$ cat config.mk
export PLATFORM = sky130hd
export DESIGN_NAME = fuzzy_quantizer
export DESIGN_NICKNAME = d
export VERILOG_FILES = /design/src/rtl/fuzzy_quantizer.sv
export SDC_FILE = /design/constraint.sdc
export NUM_CORES = 1
export LEC_CHECK = 0
export BUFFER_PORTS_ARGS = -buffer_cell sky130_fd_sc_hd__buf_2
export CELL_PAD_IN_SITES_DETAIL_PLACEMENT = 2
export CELL_PAD_IN_SITES_GLOBAL_PLACEMENT = 2
export CORE_MARGIN = 5
export CORE_UTILIZATION = 50
export DETAILED_ROUTE_END_ITERATION = 8
export PLACE_DENSITY = 0.93
export SYNTH_ARGS = -nofsm -noshare
export SYNTH_HDL_FRONTEND = slang
export SYNTH_SLANG_ARGS = --single-unit
$ cat constraint.sdc
create_clock -name clk -period 9.1 [get_ports clk]
set_input_delay 0.455 -clock clk [delete_from_list [all_inputs] [get_ports clk]]
set_output_delay 0.455 -clock clk [all_outputs]
set_load 0.05 [all_outputs]
$ cat src/rtl/fuzzy_quantizer.sv
// Multi-channel fuzzifier: binary search of a signed sample against a programmable threshold table.
// Optional hysteresis stage is enabled by defining FUZZ_HYST_EN.
module fuzzy_quantizer #(
    parameter int unsigned DW   = 16,
    parameter int unsigned NLEV = 49,
    parameter int unsigned IW   = 7,
    parameter int unsigned NCH  = 2,
    parameter int unsigned STEP = 4,
    parameter int unsigned HYST = 2
) (
    input  logic                     clk,
    input  logic                     rst,
    input  logic                     cfg_we,
    input  logic [IW-1:0]            cfg_addr,
    input  logic [DW-1:0]            cfg_data,
    output logic                     cfg_busy,
    input  logic                     in_valid,
    output logic                     in_ready,
    input  logic [$clog2(NCH)-1:0]   in_ch,
    input  logic [DW-1:0]            in_data,
    output logic                     out_valid,
    input  logic                     out_ready,
    output logic [$clog2(NCH)-1:0]   out_ch,
    output logic [IW-1:0]            out_idx
);
    localparam int unsigned CW   = $clog2(NCH);
    localparam int unsigned ITER = $clog2(NLEV);
    localparam int unsigned AW   = $clog2(NLEV - 1);
    localparam int unsigned CNTW = $clog2(ITER + 1);
    localparam int unsigned MIDL = (NLEV - 1) / 2;

    // Elaboration-time parameter sanity
    if ((1 << IW) < NLEV) begin : g_chk_iw
        $error("IW too small for NLEV");
    end
    if (NCH < 2) begin : g_chk_nch
        $error("NCH must be at least 2");
    end
    if (HYST >= (1 << (DW - 1))) begin : g_chk_hyst
        $error("HYST exceeds sample range");
    end

`ifdef FUZZ_HYST_EN
    typedef enum logic [1:0] {S_IDLE, S_SEARCH, S_HYST, S_DONE} state_t;
`else
    typedef enum logic [1:0] {S_IDLE, S_SEARCH, S_DONE} state_t;
`endif

    state_t                 state, state_n;
    logic [CNTW-1:0]        cnt, cnt_n;
    logic [IW-1:0]          lo, lo_n, hi, hi_n, mid;
    logic [IW:0]            sum;
    logic [DW-1:0]          x, x_n;
    logic [CW-1:0]          ch, ch_n;
    logic                   ov_n, rdy_n, busy_n, wr_en;
    logic [IW-1:0]          oi_n;
    logic [CW-1:0]          oc_n;
    logic signed [DW-1:0]   t [NLEV-1];
    logic signed [DW-1:0]   t_mid;
    logic signed [DW:0]     x_ext, tm_ext;
    logic                   le_mid;

`ifdef FUZZ_HYST_EN
    logic [IW-1:0]          prev [NCH];
    logic [IW-1:0]          p, hres;
    logic signed [DW-1:0]   tp, tr;
    logic signed [DW+1:0]   x2, tp2, tr2, hyst2;
    logic                   ch_ok, hold, prev_we;

    // Suppress single-level moves that stay within HYST of the crossed threshold
    always_comb begin
        ch_ok = ({1'b0, ch} < (CW+1)'(NCH));
        p     = prev[ch];
        tp    = t[AW'(p)];
        tr    = t[AW'(lo)];
        x2    = {{2{x[DW-1]}}, x};
        tp2   = {{2{tp[DW-1]}}, tp};
        tr2   = {{2{tr[DW-1]}}, tr};
        hyst2 = (DW+2)'(HYST);
        hold  = ch_ok && (((lo == p + IW'(1)) && (x2 <= tp2 + hyst2)) ||
                          ((lo + IW'(1) == p) && (x2 > tr2 - hyst2)));
        hres  = hold ? p : lo;
    end
`endif

    always_comb begin
        state_n = state;
        cnt_n   = cnt;
        lo_n    = lo;
        hi_n    = hi;
        x_n     = x;
        ch_n    = ch;
        ov_n    = out_valid;
        oi_n    = out_idx;
        oc_n    = out_ch;
        wr_en   = 1'b0;
`ifdef FUZZ_HYST_EN
        prev_we = 1'b0;
`endif
        sum     = {1'b0, lo} + {1'b0, hi};
        mid     = IW'(sum >> 1);
        t_mid   = t[AW'(mid)];
        x_ext   = {x[DW-1], x};
        tm_ext  = {t_mid[DW-1], t_mid};
        le_mid  = (x_ext <= tm_ext);

        case (state)
            S_IDLE: begin
                wr_en = cfg_we && (cfg_addr < IW'(NLEV - 1));
                if (in_valid) begin
                    state_n = S_SEARCH;
                    x_n     = in_data;
                    ch_n    = in_ch;
                    lo_n    = '0;
                    hi_n    = IW'(NLEV - 1);
                    cnt_n   = '0;
                end
            end
            S_SEARCH: begin
                if (lo != hi) begin
                    if (le_mid) hi_n = mid;
                    else        lo_n = mid + IW'(1);
                end
                cnt_n = cnt + CNTW'(1);
                if (cnt == CNTW'(ITER - 1)) begin
`ifdef FUZZ_HYST_EN
                    state_n = S_HYST;
`else
                    state_n = S_DONE;
                    ov_n    = 1'b1;
                    oi_n    = lo_n;
                    oc_n    = ch;
`endif
                end
            end
`ifdef FUZZ_HYST_EN
            S_HYST: begin
                state_n = S_DONE;
                ov_n    = 1'b1;
                oi_n    = hres;
                oc_n    = ch;
                prev_we = ch_ok;
            end
`endif
            S_DONE: begin
                if (out_ready) begin
                    state_n = S_IDLE;
                    ov_n    = 1'b0;
                end
            end
            default: state_n = S_IDLE;
        endcase

        rdy_n  = (state_n == S_IDLE);
        busy_n = (state_n != S_IDLE);
    end

    always_ff @(posedge clk or negedge rst) begin
        if (!rst) begin
            state     <= S_IDLE;
            cnt       <= '0;
            lo        <= '0;
            hi        <= '0;
            x         <= '0;
            ch        <= '0;
            out_valid <= 1'b0;
            out_idx   <= '0;
            out_ch    <= '0;
            in_ready  <= 1'b1;
            cfg_busy  <= 1'b0;
        end else begin
            state     <= state_n;
            cnt       <= cnt_n;
            lo        <= lo_n;
            hi        <= hi_n;
            x         <= x_n;
            ch        <= ch_n;
            out_valid <= ov_n;
            out_idx   <= oi_n;
            out_ch    <= oc_n;
            in_ready  <= rdy_n;
            cfg_busy  <= busy_n;
        end
    end

    // Threshold table; reset default is an evenly spaced ramp centred on level MIDL
    always_ff @(posedge clk or negedge rst) begin
        if (!rst) begin
            for (int k = 0; k < int'(NLEV) - 1; k++)
                t[AW'(k)] <= DW'((k - int'(MIDL)) * int'(STEP));
        end else if (wr_en) begin
            t[AW'(cfg_addr)] <= cfg_data;
        end
    end

`ifdef FUZZ_HYST_EN
    always_ff @(posedge clk or negedge rst) begin
        if (!rst) begin
            for (int c = 0; c < int'(NCH); c++)
                prev[CW'(c)] <= IW'(MIDL);
        end else if (prev_we) begin
            prev[ch] <= hres;
        end
    end
`endif

endmodule
After elaboration in Yosys (flattened, before gate mapping)
Cells that the tools add are included.
- bits in registers: 815
- output and inout bits: 11
- logic and storage cells: 115
- add/subtract/negate cells: 3
- magnitude comparators: 5
- equal/unequal tests: 9
- muxes and demuxes: 24
- bitwise operators: 2
- reduce and logical (&&, ||, !) cells: 13
- operator list (operator ; count):
    $bwmux 768 ; 1
    $bmux 16 s6 ; 1
    $demux 16 s6 ; 1
    $mux 16 ; 3
    $mux 7 ; 6
    $pmux 7 s2 ; 2
    $le 16x16->1 ; 1
    $ge 7x7->1 const B ; 2
    $not 6->7 ; 2
    $ne 2x2->1 const B ; 5
    $add 7x7->8 ; 1
    $reduce_and 2->1 ; 4
    $add 7x1->7 const B ; 1
    $lt 7x1->1 const B ; 1
    $lt 7x6->1 const B ; 1
    $ne 7x7->1 ; 1
    $mux 2 ; 3
    $pmux 2 s3 ; 1
    $pmux 3 s2 ; 1
    $reduce_bool 2->1 ; 3
    $logic_not 2->1 ; 2
    $reduce_and 4->1 ; 1
    $add 3x1->3 const B ; 1
    $eq 3x3->1 const B ; 1
    7 further kinds ; 10

Longest topological paths before layout
- depth after elaboration: 9
- mapped depth: 22
- mapped depth without buffers: 18

Worst setup path after synthesis
OpenSTA, ideal clock, no wires.
- kind: reg2reg
- start: register lo[0]
- end: register hi[0]
- library setup time: 154 ps
- arrival time: 4604 ps
- data required time: 8946 ps
- setup slack: 4342 ps
- cell stages (with the launch flop): 19
- path buffers: 4
- path through: dfrtp_1 > ha_1 > fa_1 > buf_4 > buf_4 > buf_4 > nor2_1 > nand3_1 > clkbuf_1 > o221ai_1 > o31a_1 > o311a_1 > ha_1 > nand4_1 > nor3_1 > a21boi_0 > o41a_1 > nor3_1 > o21ai_0
- word-level cells in the longest chain between the ends: 8
- RTL lines (what ; RTL line ; source):
    from (decl) ; 51 ; logic [IW-1:0] lo, lo_n, hi, hi_n, mid;
    from (signal assigned) ; 174 ; lo <= lo_n;
    $add 7x7->8 ; 100 ; sum = {1'b0, lo} + {1'b0, hi};
    $not 6->7 (not written as such) ; 102 ; t_mid = t[AW'(mid)];
    $bmux 16 s6 ; 102 ;
    $mux 16 (not written as such) (2 in a row) ; 102 ;
    $le 16x16->1 ; 105 ; le_mid = (x_ext <= tm_ext);
    $ne 2x2->1 (no source line) ; - ;
    $reduce_and 4->1 (no source line) ; - ;
    to (signal assigned) ; 175 ; hi <= hi_n;
    to (decl) ; 51 ;
Parallel ways exist; a longest one is shown, timed or not. The select of a mux whose other input is x is not followed.
A chain may end at the register's enable or synchronous reset.

Worst setup path after layout
- start: register lo[0]
- end: register hi[2]
Same word-level chain as after synthesis.

==> qor.yml <==
run_status: "finished with violations"
violations: "max-capacitance violations, max-slew violations"
synth-seq-area-share_pct: 59.42
crit_slowest_cell: "nor3_1"
drv_cap: 1
htree_levels: 3
holdBufCountCts: 1
grt_overflow: 0
cpPeakStageDelay_ns: 1.05
antenna_found_initial: 18
grt_max_degree: 79
cp-start-kind: "flip-flop"
finalSetupViolations: 0
die_area_mm2: 0.07976
clock.fmax_mhz: 115.3
hold_path_class: "in2reg"
finalMaxSlewViolations: 2
core_mm2: 0.07333
grt_usage_pct: 41.20
portBuffers: 55
dieWidth_um: 282.4
tightest_slew_ns: 1.629
finalSetupTns_ns: 0
relSlewSlack_pct: -9.545
synth_seq_cells: 815
clock_path_buffers: 3
peakVddDrop_uv: 304.9
clk_pin_slew_worst_paths_ns: 0.08
cp_max_fo: 50
synth_cells: 2663
placementRows: 99
synth.distinct_cells: 80
io_pins: 56
syn_nets: 2735
drc_errors: 0
rsz0062_at_grt: "no"
ant_nets: 0
drt_iter0_markers: 4176
clk_latency_ns: 0.68
nets: 2733
synth_area_mm2: 0.03711
grt_first_pass_wirelength_um: 235300
fin_crit_sh_pct: 95.27
drive_gt1_share_pct: 44.61
numCtsBuffers: 86
power_density_mw_per_mm2: 414.6
ys_warn_count: 0
period_minus_slack_ns: 8.670
required_ns: 9.56
postCtsSetupBuffers: 0
synth_edf_count: 256
start_util_pct: 50.60
avgSynthCellArea_um2: 13.93
hold_violations: 0
synth_ff_type: "dfstp_2"
p_leak_nw: 16.74
dieHeight_um: 282.4
cp_data_arrival_time_ns: 9.13
cts_tree: "done"
wl_um: 181200
worst_setup_path_end_kind: "flip-flop"
first_global_vias: 30200
layout_commonest_cell: "mux2_2"
ctsResizeCount: 0
final_cell_mix: "mux2_2 (533), nand2_1 (313), dfstp_2 (297)"
area_growth_syn_to_layout_pct: 10.72
rrSetupSlack_ns: 0.43
post_drt_wl_per_cell_um: 48.83
ys_async_sr_fraction_pct: 68.59
viasPerCell: 7.763
gp_congestion: 0.9128
clock-sinks: 815
num_vias: 28800
dp_hpwl_um: 87750
worst-setup-path-type: "reg2reg"
whs_ns: 0.02798
finalClockSkew_ns: 0.02183
cts-root-buf: "clkbuf_16"
first_pass_iters: 6
path_cells: "ha_1 -> fa_4 -> xnor2_2 -> inv_4 -> buf_4 -> nor2_4 -> buf_4 -> nand4_1 -> and4_1 -> nor4_1 -> ha_1 -> nand4_1 -> nor3_1 -> a21boi_0 -> o41a_1 -> nor3_1 -> o21ai_0"
==> worst paths after layout <==
kind / to / start / depth (start not counted)
max in group asynchronous: t[466] / rst / 4
min in group asynchronous: t[283] / rst / 2
setup / recovery: hi[2] / lo[0] / 17
hold reg to reg: t[329] / t[329] / 1
hold / removal: x[1] / in_data[1] / 2
setup reg to reg: hi[2] / lo[0] / 17
==> area by class of cell <==
cell class,instances,area (um2)
fill,6315,32240
sequential,815,22050
multi-input combinational,1631,14140
clock buffer,131,2552
tap,959,1200
timing repair buffer,114,743.2
clock inverter,31,312.8
inverter,13,51.30
antenna,16,40.04
==> cells in the mapped netlist (4+ instances only) <==
cell      count  area, um2
o21ai_0      57      285.3
nand4b_1     14      122.6
inv_1        10      37.54
nor2b_1      15      93.84
nand3_1      73      365.4
a31oi_1      40      250.2
buf_2        66      330.3
nand2b_1      4      25.02
a22o_1        7      61.31
a32o_1       11      110.1
o221ai_1     10      87.58
clkbuf_1    115      431.7
buf_1         4      15.01
xnor2_1       5      43.79
ha_1         26      325.3
and2_1       14      87.58
buf_4        14      105.1
nand2_1     314       1179
o31a_1       11      96.34
nor2_1       90      337.8
a21oi_1      19      95.09
nor4_1       10      62.56
o22ai_1       4      25.02
o211ai_1      4      30.03
mux2i_1      27      270.3
nor3_1       22      110.1
edfxtp_1    256       7687
or3_1        10      62.56
mux2_2      533       6002
buf_6         4      45.04
mux4_2      101       2275
nand4_1      34      212.7
and3_1       36      225.2
dfstp_2     297       7804
a211oi_1     44      330.3
a221oi_1     10      87.58
o311a_1      13      130.1
nand2_4       8      90.09
dfrtp_1     262       6556
==> metrics by stage <==
| stage | util [%] | cell area (um2) | power [mW] | cells | worst slack, ns |
|---|---|---|---|---|---|
| floorplan | - | 37110 | 8.808 | 2663 | 4.342 |
| global placement | 52.05 | 38170 | 11.01 | 3531 | 2.226 |
| detailed placement | 52.05 | 38170 | 11.77 | 3531 | 1.673 |
| CTS | 55.97 | 41050 | 16.06 | 3694 | 1.192 |
| global route | 55.99 | 41060 | 17.01 | 3699 | 0.5526 |
| finish | 56.03 | 41090 | 17.03 | 3710 | 0.4304 |
==> per-layer routing <==
| layer | up-vias | part of all wire, % | global-route usage (%) |
|---|---|---|---|
| met5 | - | 0.087 | 0 |
| met4 | 22 | 10 | 31.14 |
| met3 | 1233 | 12 | 11.78 |
| met2 | 2871 | 45 | 66.58 |
| met1 | 14770 | 33 | 46.54 |
| li1 | 9908 | - | - |
==> worst max-delay path, delay by kind of cell, from the launching register on <==
family / cells / cell delay (ns)
and+or+nand+nor: 7 / 2.96
buffers and inverters: 3 / 1.59
adders and majority gates: 3 / 1.25
AOI/OAI and AO/OA: 3 / 1.12
xor gates and xnor gates: 1 / 0.96
DFF: 1 / 0.45
==> kinds of logic (layout without fill, tap and decap cells) <==
group / after synthesis / count (layout) / synth area share [%]
buffers and inverters: 217 / 289 / 2.677
AOI/OAI and AO/OA: 266 / 266 / 5.145
DFF: 815 / 815 / 59.42
and+or+nand+nor: 668 / 668 / 8.544
xor gates and xnor gates: 9 / 9 / 0.2529
other: 0 / 16 / 0
muxes: 661 / 661 / 23.03
adders and majority gates: 27 / 27 / 0.9306
==> registers in the layout, indices dropped and copies added (netlist names) <==
register	flops
cfg_busy	1
ch	1
cnt	3
hi	7
in_ready	1
lo	7
out_ch	1
out_idx	7
out_valid	1
state	2
t	768
x	16
==> where the power goes <==
| group | internal (mW) | switching, mW | total, mW |
|---|---|---|---|
| clock | 2.07 | 1.80 | 3.87 |
| sequential | 4.14 | 0.316 | 4.45 |
| combinational | 2.33 | 6.37 | 8.71 |
| total | 8.54 | 8.49 | 17.0 |
No activity file was read; power rests on OpenSTA's default activity.
